$ cat config.mk
export PLATFORM = sky130hd
export DESIGN_NAME = pipe_ctrl_regs
export DESIGN_NICKNAME = d
export VERILOG_FILES = /design/src/rtl/pipe_ctrl_regs.sv
export SDC_FILE = /design/constraint.sdc
export NUM_CORES = 1
export LEC_CHECK = 0
export CAP_MARGIN = 20
export CORE_UTILIZATION = 45
export CTS_CLUSTER_DIAMETER = 120
export CTS_CLUSTER_SIZE = 8
export DETAILED_ROUTE_END_ITERATION = 8
export GPL_ROUTABILITY_DRIVEN = 0
export PLACE_DENSITY = 0.78
export SLEW_MARGIN = 5
export SYNTH_ARGS = -nofsm -noshare
export SYNTH_HDL_FRONTEND = slang
export SYNTH_SLANG_ARGS = --single-unit
$ cat constraint.sdc
create_clock -name clock -period 3 [get_ports clock]
set_input_delay 0.45 -clock clock [delete_from_list [all_inputs] [get_ports clock]]
set_output_delay 0.45 -clock clock [all_outputs]
set_load 0.02 [all_outputs]
$ cat src/rtl/pipe_ctrl_regs.sv
// Control pipeline registers ID->EXE->MEM->WB for the 5-stage CPU.
// Provides E/M-stage hazard feedback plus saturating stall/retire counters.
module pipe_ctrl_regs #(
    parameter int CNT_W    = 32,
    parameter int LINK_REG = 31
) (
    input  logic             clock,
    input  logic             reset,
    input  logic             wpcir,
    input  logic             d_wreg,
    input  logic             d_m2reg,
    input  logic             d_wmem,
    input  logic             d_jal,
    input  logic             d_regrt,
    input  logic             d_aluimm,
    input  logic             d_shift,
    input  logic [3:0]       d_aluc,
    input  logic [4:0]       d_rt,
    input  logic [4:0]       d_rd,
    output logic             ewreg,
    output logic             em2reg,
    output logic             ewmem,
    output logic             ejal,
    output logic             ealuimm,
    output logic             eshift,
    output logic [3:0]       ealuc,
    output logic [4:0]       ern,
    output logic             mwreg,
    output logic             mm2reg,
    output logic             mwmem,
    output logic [4:0]       mrn,
    output logic             wwreg,
    output logic             wm2reg,
    output logic [4:0]       wrn,
    output logic [CNT_W-1:0] stall_cnt,
    output logic [CNT_W-1:0] retire_cnt
);

    logic [4:0] w_d_rn;
    logic [4:0] w_e_rn;

    logic             r_ewreg, r_em2reg, r_ewmem, r_ejal, r_ealuimm, r_eshift, r_e_valid;
    logic [3:0]       r_ealuc;
    logic [4:0]       r_ern;
    logic             r_mwreg, r_mm2reg, r_mwmem, r_m_valid;
    logic [4:0]       r_mrn;
    logic             r_wwreg, r_wm2reg, r_w_valid;
    logic [4:0]       r_wrn;
    logic [CNT_W-1:0] r_stall_cnt;
    logic [CNT_W-1:0] r_retire_cnt;

    assign w_d_rn = d_jal ? 5'(LINK_REG) : (d_regrt ? d_rt : d_rd);
    // Non-writing instructions carry rn=0 so the hazard logic never matches them.
    assign w_e_rn = d_wreg ? w_d_rn : 5'd0;

    always_ff @(posedge clock) begin
        if (reset) begin
            r_ewreg      <= 1'b0;
            r_em2reg     <= 1'b0;
            r_ewmem      <= 1'b0;
            r_ejal       <= 1'b0;
            r_ealuimm    <= 1'b0;
            r_eshift     <= 1'b0;
            r_ealuc      <= 4'd0;
            r_ern        <= 5'd0;
            r_e_valid    <= 1'b0;
            r_mwreg      <= 1'b0;
            r_mm2reg     <= 1'b0;
            r_mwmem      <= 1'b0;
            r_mrn        <= 5'd0;
            r_m_valid    <= 1'b0;
            r_wwreg      <= 1'b0;
            r_wm2reg     <= 1'b0;
            r_wrn        <= 5'd0;
            r_w_valid    <= 1'b0;
            r_stall_cnt  <= '0;
            r_retire_cnt <= '0;
        end else begin
            // A stall forces a full bubble regardless of what ID presents.
            r_ewreg   <= wpcir & d_wreg;
            r_em2reg  <= wpcir & d_m2reg;
            r_ewmem   <= wpcir & d_wmem;
            r_ejal    <= wpcir & d_jal;
            r_ealuimm <= wpcir & d_aluimm;
            r_eshift  <= wpcir & d_shift;
            r_ealuc   <= wpcir ? d_aluc : 4'd0;
            r_ern     <= wpcir ? w_e_rn : 5'd0;
            r_e_valid <= wpcir;

            r_mwreg   <= r_ewreg;
            r_mm2reg  <= r_em2reg;
            r_mwmem   <= r_ewmem;
            r_mrn     <= r_ern;
            r_m_valid <= r_e_valid;

            r_wwreg   <= r_mwreg;
            r_wm2reg  <= r_mm2reg;
            r_wrn     <= r_mrn;
            r_w_valid <= r_m_valid;

            if (!wpcir && (r_stall_cnt != {CNT_W{1'b1}}))
                r_stall_cnt <= r_stall_cnt + 1'b1;
            if (r_w_valid && (r_retire_cnt != {CNT_W{1'b1}}))
                r_retire_cnt <= r_retire_cnt + 1'b1;
        end
    end

    assign ewreg      = r_ewreg;
    assign em2reg     = r_em2reg;
    assign ewmem      = r_ewmem;
    assign ejal       = r_ejal;
    assign ealuimm    = r_ealuimm;
    assign eshift     = r_eshift;
    assign ealuc      = r_ealuc;
    assign ern        = r_ern;
    assign mwreg      = r_mwreg;
    assign mm2reg     = r_mm2reg;
    assign mwmem      = r_mwmem;
    assign mrn        = r_mrn;
    assign wwreg      = r_wwreg;
    assign wm2reg     = r_wm2reg;
    assign wrn        = r_wrn;
    assign stall_cnt  = r_stall_cnt;
    assign retire_cnt = r_retire_cnt;

endmodule

==> metrics.txt, run 1 <==
# TYPE chip_impl_metric gauge
chip_impl_metric{name="regToRegSetupSlack",unit="ns"} 0.64
chip_impl_info{name="grt_setup_unrepaired",value="no"} 1
chip_impl_metric{name="routed_wire_length_per_instance",unit="microns"} 14.7
chip_impl_metric{name="post_route_cells_drive_above_1_share",unit=""} 0.0753
chip_impl_metric{name="achievable-frequency",unit="GHz"} 0.415
chip_impl_metric{name="path_clk_slew",unit="ns"} 0.09
chip_impl_info{name="status",value="completed"} 1
chip_impl_info{name="worst_setup_path_start_kind",value="primary input"} 1
chip_impl_metric{name="synth.yosys.seq_area_share",unit=""} 0.458
chip_impl_metric{name="boundaryPins",unit=""} 118
chip_impl_metric{name="fillCellCount",unit=""} 825
chip_impl_metric{name="min_period_over_period",unit=""} 0.803
chip_impl_metric{name="detail_route.first_pass.iterations",unit=""} 4
chip_impl_info{name="setup.worst_path.class",value="primary input to flop"} 1
chip_impl_metric{name="synth.avg_cell_area",unit="sq um"} 8.87
chip_impl_metric{name="drc_errors",unit=""} 0
chip_impl_metric{name="cp.arrival",unit="ns"} 2.66
chip_impl_metric{name="critPathMaxFanout",unit=""} 11
chip_impl_metric{name="max_cap_viol_count",unit=""} 0
chip_impl_info{name="holdCritPathClass",value="flop to flop"} 1
chip_impl_metric{name="skew",unit="ns"} 0.00555
chip_impl_metric{name="groute.usage.overall",unit=""} 0.217
chip_impl_metric{name="viasPerCell",unit=""} 5.76
chip_impl_metric{name="worst_hold_slack",unit="ns"} 0.441
chip_impl_metric{name="overall_die_width",unit="microns"} 99.0
chip_impl_metric{name="post-dp-hpwl",unit="microns"} 7520
chip_impl_metric{name="ys.warnings.count",unit=""} 0
chip_impl_metric{name="final-setup-viol-count",unit=""} 0
chip_impl_metric{name="async_flop_share",unit=""} 0
chip_impl_metric{name="syn_area",unit="sq um"} 4240
chip_impl_metric{name="yosysUniqueCellTypes",unit=""} 48
chip_impl_metric{name="cts_setup_buffers",unit=""} 0
chip_impl_metric{name="tightestPinTransition",unit="ns"} 0.571
chip_impl_metric{name="layout.cell_area.non_filler",unit="sq um"} 5740
chip_impl_metric{name="timing.setup.tns",unit="ns"} 0
chip_impl_metric{name="drv_slew",unit=""} 0
chip_impl_metric{name="cts.sinks",unit=""} 97
chip_impl_metric{name="first_global_vias",unit=""} 3794
chip_impl_metric{name="synth-seq-cells",unit=""} 97
chip_impl_metric{name="antenna_violations_before_repair",unit=""} 0
chip_impl_metric{name="drt_wl_total",unit="microns"} 10500
chip_impl_metric{name="netlist_instances",unit=""} 478
chip_impl_metric{name="seq_area",unit="sq um"} 1940
chip_impl_info{name="tritoncts_clock_tree",value="built"} 1
chip_impl_metric{name="critPathRequiredTime",unit="ns"} 3.25
chip_impl_metric{name="place_area",unit="sq um"} 5530
chip_impl_metric{name="place.port_buffers",unit=""} 117
chip_impl_metric{name="antenna_violating_nets_post_route",unit=""} 0
chip_impl_metric{name="maximum_number_of_pins_on_one_net_before_global_route_repair",unit=""} 67
chip_impl_metric{name="power_leakage",unit="uW"} 0.00184
chip_impl_info{name="timing.critical_path.to_type",value="flop"} 1
chip_impl_metric{name="cts_repair_resized_insts",unit=""} 0
chip_impl_metric{name="dr.first_iter.drc_count",unit=""} 165
chip_impl_metric{name="multi_input_comb_area",unit="sq um"} 2180
chip_impl_metric{name="period_needed",unit="ns"} 2.41
chip_impl_metric{name="antenna_cells_inserted",unit=""} 0
chip_impl_metric{name="placement_rows",unit=""} 35
chip_impl_metric{name="count_of_vias_placed_by_the_detailed_router",unit=""} 4081
chip_impl_info{name="layout.cells.most_common",value="clkdlybuf4s50_1"} 1
chip_impl_metric{name="synth_edf_count",unit=""} 0
chip_impl_metric{name="coreArea",unit="sq um"} 9200
chip_impl_metric{name="cts_max_path_buffers",unit=""} 2
chip_impl_metric{name="grt_first_pass_wirelength",unit="microns"} 17200
chip_impl_metric{name="layout-area-overhead-vs-synth",unit="%"} 35.5
chip_impl_metric{name="htree_num_levels",unit=""} 3
chip_impl_metric{name="power.density",unit="nW/um^2"} 415
chip_impl_metric{name="floorplan.die_area",unit="sq um"} 9810
chip_impl_metric{name="clock_buffers_created_by_tritoncts",unit=""} 9
chip_impl_metric{name="vdd.ir_drop.worst",unit="mV"} 0.239
chip_impl_metric{name="design.final.nets",unit=""} 620
chip_impl_metric{name="hold_buffers",unit=""} 0
chip_impl_metric{name="synth_fp_nets",unit=""} 504
chip_impl_metric{name="global_route.overflow_total",unit=""} 0
chip_impl_metric{name="slew-limit-headroom",unit=""} 0.616
chip_impl_metric{name="die_y",unit="microns"} 99.0
chip_impl_info{name="root_buffer",value="clkbuf_8"} 1
chip_impl_metric{name="initial_core_util",unit=""} 0.461
chip_impl_metric{name="timing.final.hold_violations",unit=""} 0
chip_impl_info{name="prevailing_post_synth_register_cell",value="dfxtp_1"} 1
chip_impl_metric{name="skew_pair_late_insertion_delay",unit="ns"} 0.36
chip_impl_info{name="layout.cells.most_common_list",value="clkdlybuf4s50_1, dfxtp_1, a21oi_1"} 1
-- power by group --
group | internal, uW | switching [uW] | total, uW
clock | 471 | 464 | 935
combinational | 70.0 | 64.4 | 134
sequential | 1300 | 9.99 | 1310
-- critical path, cell delays in order --
cell and delay [ns]:
clkdlybuf4s50_1 0.44, nand2b_1 0.16, or4_1 0.74, a311oi_2 0.58, a21bo_2 0.22, a21oi_1 0.05
-- stage by stage --
stage | total power (uW) | util | worst slack (ns) | std cells
after CTS | 2400 | 0.624 | 0.623 | 709
after global placement | 1480 | 0.601 | 0.334 | 694
final | 2380 | 0.624 | 0.590 | 709
after detailed placement | 1480 | 0.601 | 0.238 | 694
after floorplan | 1400 | - | 0.892 | 478
after global routing | 2470 | 0.624 | 0.466 | 709
-- layout make-up --
type                       instances  area share
timing repair buffer             125       0.216
multi-input combinational        354       0.380
sequential                        97       0.338
tap                              111      0.0242
clock inverter                     6      0.0159
inverter                           7     0.00458
clock buffer                       9      0.0216
-- path summary, 6_finish.rpt --
path | depth (start not counted) | end | startpoint
setup reg to reg | 6 | stall_cnt[28] | stall_cnt[0]
hold / removal | 1 | r_w_valid | r_m_valid
hold reg to reg | 1 | r_w_valid | r_m_valid
setup / recovery | 6 | stall_cnt[21] | wpcir
-- cell families (layout without fill, tap and decap cells) --
logic type / Yosys count / in the layout / synth area share
AND/OR/NAND/NOR: 227 / 227 / 0.314
flip-flops: 97 / 97 / 0.458
buffers and inverters: 27 / 147 / 0.0272
multiplexers: 8 / 8 / 0.0210
adder cells (fa/ha/maj): 2 / 2 / 0.00590
XOR/XNOR: 8 / 8 / 0.0165
AO/OA/AOI/OAI: 109 / 109 / 0.158
-- sequential cells by signal, summed over array words and instances (netlist names), 4 cells and up --
signal      count
ern             5
mrn             5
stall_cnt      32
ealuc           4
retire_cnt     32
wrn             5
-- cells in the mapped netlist, types with 7 or more instances --
cell | instances | share of area
nor2b_1 | 30 | 0.044
and3_1 | 7 | 0.010
o21ai_0 | 26 | 0.031
or4_1 | 18 | 0.032
and2_1 | 11 | 0.016
nand2_1 | 30 | 0.027
o31ai_1 | 17 | 0.030
nor2_1 | 31 | 0.027
dfxtp_1 | 97 | 0.46
inv_1 | 7 | 0.0062
a21oi_1 | 48 | 0.057
nand4_1 | 18 | 0.027
or3_1 | 28 | 0.041
nand3_1 | 21 | 0.025
nor3_1 | 8 | 0.0094
clkbuf_1 | 12 | 0.011
-- routing by layer --
layer | up-vias | GRT usage | routed length [microns]
met2 | 139 | 0.360 | 4940
met4 | 0 | 0.0666 | 159
met5 | - | 0 | 0
li1 | 1989 | - | -
met1 | 1937 | 0.258 | 4560
met3 | 16 | 0.0837 | 787
No activity file was read; power rests on OpenSTA's default activity.
==> run 2: changes to the inputs <==
==> constraint.sdc (replaced) <==
create_clock -name clock -period 2.5 [get_ports clock]
set_input_delay 0.375 -clock clock [delete_from_list [all_inputs] [get_ports clock]]
set_output_delay 0.375 -clock clock [all_outputs]
set_load 0.02 [all_outputs]
==> metrics.txt, run 2 (same netlist as run 1, synthesis figures left out) <==
# TYPE chip_impl_metric gauge
chip_impl_metric{name="count_of_vias_placed_by_the_detailed_router",unit=""} 4040
chip_impl_metric{name="seq_area",unit="sq um"} 1940
chip_impl_metric{name="net-switching-power",unit="uW"} 696
chip_impl_metric{name="routed_wire_length_per_instance",unit="microns"} 14.3
chip_impl_metric{name="cts_repair_resized_insts",unit=""} 0
chip_impl_metric{name="fillCellCount",unit=""} 798
chip_impl_metric{name="cts_setup_buffers",unit=""} 0
chip_impl_metric{name="period_needed",unit="ns"} 2.22
chip_impl_metric{name="power_frac_clock",unit=""} 0.364
chip_impl_metric{name="place_area",unit="sq um"} 5600
chip_impl_info{name="status",value="finished, violations left"} 1
chip_impl_metric{name="boundaryPins",unit=""} 118
chip_impl_info{name="grt_setup_unrepaired",value="no"} 1
chip_impl_info{name="layout.cells.most_common_list",value="clkdlybuf4s50_1, dfxtp_1, a21oi_1"} 1
chip_impl_metric{name="htree_num_levels",unit=""} 3
chip_impl_metric{name="drv_slew",unit=""} 0
chip_impl_metric{name="min_period_over_period",unit=""} 0.889
chip_impl_metric{name="cp.arrival",unit="ns"} 2.47
chip_impl_metric{name="maximum_number_of_pins_on_one_net_before_global_route_repair",unit=""} 39
chip_impl_metric{name="timing.final.hold_violations",unit=""} 0
chip_impl_metric{name="path_depth",unit=""} 6
chip_impl_metric{name="share_seq_of_total_power",unit=""} 0.575
chip_impl_metric{name="layout-area-overhead-vs-synth",unit="%"} 36.8
chip_impl_metric{name="tightestPinTransition",unit="ns"} 0.546
chip_impl_metric{name="first_global_vias",unit=""} 3856
chip_impl_metric{name="floorplan.die_area",unit="sq um"} 9810
chip_impl_metric{name="groute.layer.met3.usage",unit=""} 0.0567
chip_impl_metric{name="reg2reg_depth",unit=""} 6
chip_impl_metric{name="skew_pair_late_insertion_delay",unit="ns"} 0.35
chip_impl_metric{name="cts_max_path_buffers",unit=""} 2
chip_impl_metric{name="cellInternalPower",unit="uW"} 2040
chip_impl_metric{name="place.port_buffers",unit=""} 117
chip_impl_metric{name="viasPerCell",unit=""} 5.61
chip_impl_metric{name="path_clk_slew",unit="ns"} 0.10
chip_impl_metric{name="die_y",unit="microns"} 99.0
chip_impl_metric{name="groute.usage.overall",unit=""} 0.219
chip_impl_info{name="setup.worst_path.class",value="flop to flop"} 1
chip_impl_info{name="layout.cells.most_common",value="clkdlybuf4s50_1"} 1
chip_impl_metric{name="initial_core_util",unit=""} 0.461
chip_impl_metric{name="met1_usage",unit=""} 0.269
chip_impl_metric{name="final-instance-count-excl-fill",unit=""} 720
chip_impl_metric{name="clock_buffers_created_by_tritoncts",unit=""} 9
chip_impl_metric{name="overall_die_width",unit="microns"} 99.0
chip_impl_metric{name="sw_frac_of_total",unit=""} 0.254
chip_impl_metric{name="placement_rows",unit=""} 35
chip_impl_info{name="crit_path_top_delay_cell",value="or4_1"} 1
chip_impl_metric{name="critPathRequiredTime",unit="ns"} 2.75
chip_impl_info{name="tritoncts_clock_tree",value="built"} 1
chip_impl_metric{name="final-setup-viol-count",unit=""} 0
chip_impl_metric{name="coreArea",unit="sq um"} 9200
chip_impl_metric{name="buffers_inverters_on_critical_path",unit=""} 0
chip_impl_metric{name="regToRegSetupSlack",unit="ns"} 0.28
chip_impl_metric{name="antenna_cells_inserted",unit=""} 0
chip_impl_info{name="worst_path_cell_chain",value="ha_1, nand3_1, or4_1, o31ai_1, nor2_1, mux2_2"} 1
chip_impl_metric{name="place.detailed.instances",unit=""} 704
chip_impl_metric{name="dr.first_iter.drc_count",unit=""} 195
chip_impl_metric{name="hold_path_depth",unit=""} 1
chip_impl_metric{name="skew",unit="ns"} 0.0109
chip_impl_info{name="root_buffer",value="clkbuf_8"} 1
chip_impl_metric{name="post-dp-hpwl",unit="microns"} 7640
chip_impl_metric{name="detail_route.first_pass.iterations",unit=""} 6
chip_impl_info{name="holdCritPathClass",value="flop to flop"} 1
chip_impl_metric{name="power_leakage",unit="uW"} 0.00188
chip_impl_info{name="grt_most_used_layer",value="met2"} 1
chip_impl_metric{name="timing.setup.tns",unit="ns"} 0
chip_impl_metric{name="worst_path_largest_cell_delay",unit="ns"} 0.50
chip_impl_metric{name="global_route.overflow_total",unit=""} 0
chip_impl_metric{name="vdd.ir_drop.worst",unit="mV"} 0.305
chip_impl_metric{name="antenna_violations_before_repair",unit=""} 0
chip_impl_info{name="critPathTopFamily",value="simple AND/OR/NAND/NOR gates"} 1
chip_impl_metric{name="grt.met2_usage",unit=""} 0.366
chip_impl_metric{name="comb_power_share",unit=""} 0.061
chip_impl_metric{name="antenna_violating_nets_post_route",unit=""} 0
chip_impl_metric{name="achievable-frequency",unit="GHz"} 0.450
chip_impl_metric{name="layout.cell_area.non_filler",unit="sq um"} 5800
chip_impl_metric{name="drc_errors",unit=""} 2
chip_impl_metric{name="slew-limit-headroom",unit=""} 0.633
chip_impl_info{name="worst_setup_path_start_kind",value="flop"} 1
chip_impl_metric{name="hold_buffers",unit=""} 0
chip_impl_metric{name="drt_wl_total",unit="microns"} 10300
chip_impl_metric{name="power.density",unit="nW/um^2"} 472
chip_impl_metric{name="cts.sinks",unit=""} 97
chip_impl_metric{name="critPathMaxFanout",unit=""} 5
chip_impl_metric{name="post_route_cells_drive_above_1_share",unit=""} 0.0920
chip_impl_metric{name="grt_first_pass_wirelength",unit="microns"} 17500
chip_impl_metric{name="multi_input_comb_area",unit="sq um"} 2180
chip_impl_info{name="violations_in_the_final_reports",value="DRC"} 1
chip_impl_info{name="timing.critical_path.to_type",value="flop"} 1
chip_impl_metric{name="max_cap_viol_count",unit=""} 0
chip_impl_metric{name="design.final.nets",unit=""} 630
-- run 2: routing by layer --
| metal | routed length [microns] | up-vias |
|---|---|---|
| met1 | 4520 | 1889 |
| met3 | 664 | 10 |
| li1 | - | 2013 |
| met4 | 101 | 0 |
| met2 | 4990 | 128 |
| met5 | 0 | - |
-- run 2: layout make-up --
class                      instances  share of cell area
inverter                           7             0.00453
timing repair buffer             135               0.227
sequential                        97               0.335
multi-input combinational        354               0.376
clock inverter                     7              0.0125
clock buffer                       9              0.0214
tap                              111              0.0240
-- run 2: worst paths after layout --
check,from,endpoint
max,retire_cnt[1],retire_cnt[13]
min,r_m_valid,r_w_valid
max reg2reg,retire_cnt[1],retire_cnt[13]
min reg2reg,r_m_valid,r_w_valid
-- run 2: worst register-to-register path: stages (launching register included) --
cell     delay [ns]
dfxtp_1        0.43
ha_1           0.25
nand3_1        0.11
or4_1          0.50
o31ai_1        0.47
nor2_1         0.09
mux2_2         0.28
-- run 2: stage by stage --
stage	hold slack, ns	util	worst slack [ns]	total power [uW]
5_1_grt	0.457	0.630	0.121	2870
3_5_place_dp	0.422	0.609	0.0412	1780
2_1_floorplan	0.414	-	0.392	1690
3_3_place_gp	0.418	0.609	0.0467	1770
4_1_cts	0.444	0.630	0.267	2770
6_report	0.446	0.630	0.278	2740
-- run 2: power groups by stage --
stage               clock network [uW]  logic [uW]  registers (uW)
floorplan                            0        51.6            1630
global placement                     0         164            1610
detailed placement                   0         167            1610
CTS                               1030         168            1580
global route                      1110         179            1580
finish                             997         166            1580
==> run 3: changes to the inputs <==
--- a/config.mk
+++ b/config.mk
@@ -6,12 +6,12 @@
 export NUM_CORES = 1
 export LEC_CHECK = 0
 export CAP_MARGIN = 20
-export CORE_UTILIZATION = 45
+export CORE_UTILIZATION = 51
 export CTS_CLUSTER_DIAMETER = 120
 export CTS_CLUSTER_SIZE = 8
 export DETAILED_ROUTE_END_ITERATION = 8
 export GPL_ROUTABILITY_DRIVEN = 0
-export PLACE_DENSITY = 0.78
+export PLACE_DENSITY = 0.86
 export SLEW_MARGIN = 5
 export SYNTH_ARGS = -nofsm -noshare
 export SYNTH_HDL_FRONTEND = slang
==> constraint.sdc (replaced) <==
create_clock -name clock -period 2.7 [get_ports clock]
set_input_delay 0.405 -clock clock [delete_from_list [all_inputs] [get_ports clock]]
set_output_delay 0.405 -clock clock [all_outputs]
set_load 0.02 [all_outputs]
==> metrics.txt, run 3 (same netlist as run 1, synthesis figures left out) <==
# TYPE chip_impl_metric gauge
chip_impl_metric{name="placement_rows",unit=""} 32
chip_impl_info{name="holdCritPathClass",value="flop to flop"} 1
chip_impl_metric{name="initial_core_util",unit=""} 0.537
chip_impl_info{name="worst_r2r_startpoint",value="retire_cnt[24]"} 1
chip_impl_metric{name="cts.sinks",unit=""} 97
chip_impl_metric{name="htree_num_levels",unit=""} 3
chip_impl_metric{name="critPathMaxFanout",unit=""} 6
chip_impl_metric{name="antenna_violations_before_repair",unit=""} 0
chip_impl_metric{name="cts_max_path_buffers",unit=""} 2
chip_impl_metric{name="layout-area-overhead-vs-synth",unit="%"} 35.6
chip_impl_info{name="setup.worst_path.class",value="flop to flop"} 1
chip_impl_info{name="root_buffer",value="clkbuf_8"} 1
chip_impl_info{name="layout.cells.most_common_list",value="clkdlybuf4s50_1, dfxtp_1, a21oi_1"} 1
chip_impl_metric{name="regToRegSetupSlack",unit="ns"} 0.40
chip_impl_metric{name="critPathRequiredTime",unit="ns"} 2.94
chip_impl_metric{name="maximum_number_of_pins_on_one_net_before_global_route_repair",unit=""} 31
chip_impl_info{name="worst_path_cell_chain",value="nand4_1, or4_1, o31ai_1, nor2_1, mux2_2"} 1
chip_impl_metric{name="groute.usage.overall",unit=""} 0.243
chip_impl_metric{name="clock_buffers_created_by_tritoncts",unit=""} 9
chip_impl_metric{name="first_global_vias",unit=""} 3753
chip_impl_metric{name="skew_pair_late_insertion_delay",unit="ns"} 0.35
chip_impl_info{name="worst_setup_path_start_kind",value="flop"} 1
chip_impl_metric{name="viasPerCell",unit=""} 5.73
chip_impl_metric{name="tightestPinTransition",unit="ns"} 0.537
chip_impl_metric{name="power.density",unit="nW/um^2"} 443
chip_impl_metric{name="floorplan.die_area",unit="sq um"} 8680
chip_impl_metric{name="die_y",unit="microns"} 93.2
chip_impl_metric{name="path_clk_slew",unit="ns"} 0.09
chip_impl_metric{name="overall_die_width",unit="microns"} 93.2
chip_impl_metric{name="post_route_cells_drive_above_1_share",unit=""} 0.0860
chip_impl_metric{name="power_leakage",unit="uW"} 0.00186
chip_impl_metric{name="drc_errors",unit=""} 0
chip_impl_metric{name="boundaryPins",unit=""} 118
chip_impl_metric{name="reg2reg_depth",unit=""} 5
chip_impl_metric{name="final-setup-viol-count",unit=""} 0
chip_impl_metric{name="skew",unit="ns"} 0.00953
chip_impl_info{name="grt_setup_unrepaired",value="no"} 1
chip_impl_metric{name="min_period_over_period",unit=""} 0.851
chip_impl_metric{name="cts_repair_resized_insts",unit=""} 0
chip_impl_metric{name="max_cap_viol_count",unit=""} 0
chip_impl_metric{name="drt_wl_total",unit="microns"} 10300
chip_impl_metric{name="cp.arrival",unit="ns"} 2.54
chip_impl_metric{name="antenna_cells_inserted",unit=""} 0
chip_impl_info{name="layout.cells.most_common",value="clkdlybuf4s50_1"} 1
chip_impl_metric{name="grt_first_pass_wirelength",unit="microns"} 17000
chip_impl_metric{name="count_of_vias_placed_by_the_detailed_router",unit=""} 4052
chip_impl_info{name="worst_r2r_endpoint",value="retire_cnt[13]"} 1
chip_impl_metric{name="final_util",unit=""} 0.728
chip_impl_metric{name="vdd.ir_drop.worst",unit="mV"} 0.415
chip_impl_metric{name="post-dp-hpwl",unit="microns"} 7650
chip_impl_metric{name="buffers_inverters_on_critical_path",unit=""} 0
chip_impl_metric{name="slew-limit-headroom",unit=""} 0.640
chip_impl_metric{name="hold_path_depth",unit=""} 1
chip_impl_metric{name="period_needed",unit="ns"} 2.30
chip_impl_info{name="hold-path-endpoint",value="r_m_valid"} 1
chip_impl_metric{name="coreArea",unit="sq um"} 7890
chip_impl_info{name="critPathTopFamily",value="simple AND/OR/NAND/NOR gates"} 1
chip_impl_metric{name="global_route.overflow_total",unit=""} 0
chip_impl_metric{name="antenna_violating_nets_post_route",unit=""} 0
chip_impl_info{name="timing.critical_path.to_type",value="flop"} 1
chip_impl_metric{name="routed_wire_length_per_instance",unit="microns"} 14.5
chip_impl_metric{name="design.final.nets",unit=""} 627
chip_impl_info{name="min-delay-start",value="r_e_valid"} 1
chip_impl_metric{name="cts_setup_buffers",unit=""} 0
chip_impl_metric{name="dr.first_iter.drc_count",unit=""} 240
chip_impl_metric{name="timing.setup.tns",unit="ns"} 0
chip_impl_metric{name="timing.final.hold_violations",unit=""} 0
chip_impl_info{name="status",value="completed"} 1
chip_impl_metric{name="worst_path_largest_cell_delay",unit="ns"} 0.67
chip_impl_metric{name="place.port_buffers",unit=""} 117
chip_impl_info{name="crit_path_top_delay_cell",value="or4_1"} 1
chip_impl_metric{name="hold_buffers",unit=""} 0
chip_impl_metric{name="drv_slew",unit=""} 0
chip_impl_info{name="tritoncts_clock_tree",value="built"} 1
chip_impl_metric{name="detail_route.first_pass.iterations",unit=""} 4
chip_impl_metric{name="achievable-frequency",unit="GHz"} 0.435
## run 3: changes by cell type in the layout (fill, tap and decap cells not counted), sizes merged
cell	previous run	this run
buf	19	16
bufinv	0	1
clkinv	3	2
clkinvlp	1	0
## run 3: worst max path at each step
stage	slack, ns	cells past startpoint	end	start
2_1_floorplan	0.59	6	stall_cnt[10]	stall_cnt[5]
3_3_place_gp	0.20	5	stall_cnt[27]	wpcir
3_5_place_dp	0.14	6	stall_cnt[17]	wpcir
4_1_cts	0.44	6	stall_cnt[14]	stall_cnt[21]
5_1_grt	0.24	6	stall_cnt[14]	stall_cnt[21]
6_report	0.40	5	retire_cnt[13]	retire_cnt[24]
## run 3: through the flow
stage / total power, uW / area (sq um) / setup WS [ns] / hold WS (ns) / cells
floorplan: 1560 / 4240 / 0.592 / 0.414 / 478
finish: 2540 / 5750 / 0.403 / 0.449 / 707
global placement: 1640 / 5560 / 0.204 / 0.418 / 692
global route: 2650 / 5750 / 0.244 / 0.453 / 707
detailed placement: 1650 / 5560 / 0.142 / 0.428 / 692
CTS: 2560 / 5750 / 0.442 / 0.452 / 707
## run 3: power by group
group | internal (uW) | switching [uW] | total, uW
clock network | 431 | 501 | 931
logic | 79.5 | 72.5 | 152
registers | 1450 | 11.5 | 1460
## run 3: routing by layer
layer  track usage  vias to the layer above  wire length, microns
met5             0                        -                     0
met4        0.0692                        0                   161
met3        0.0846                       17                   798
met2         0.410                      141                  4940
met1         0.291                     1894                  4360
li1              -                     2000                     -
## run 3: cell type report
cell class              count  area [sq um]
clock buffers               9           124
clock inverters             6          66.3
fillers                   588          2140
inverters                   7          26.3
multi-input cells         354          2180
flip-flops and latches     97          1940
well taps                 102           128
repair buffers            132          1280
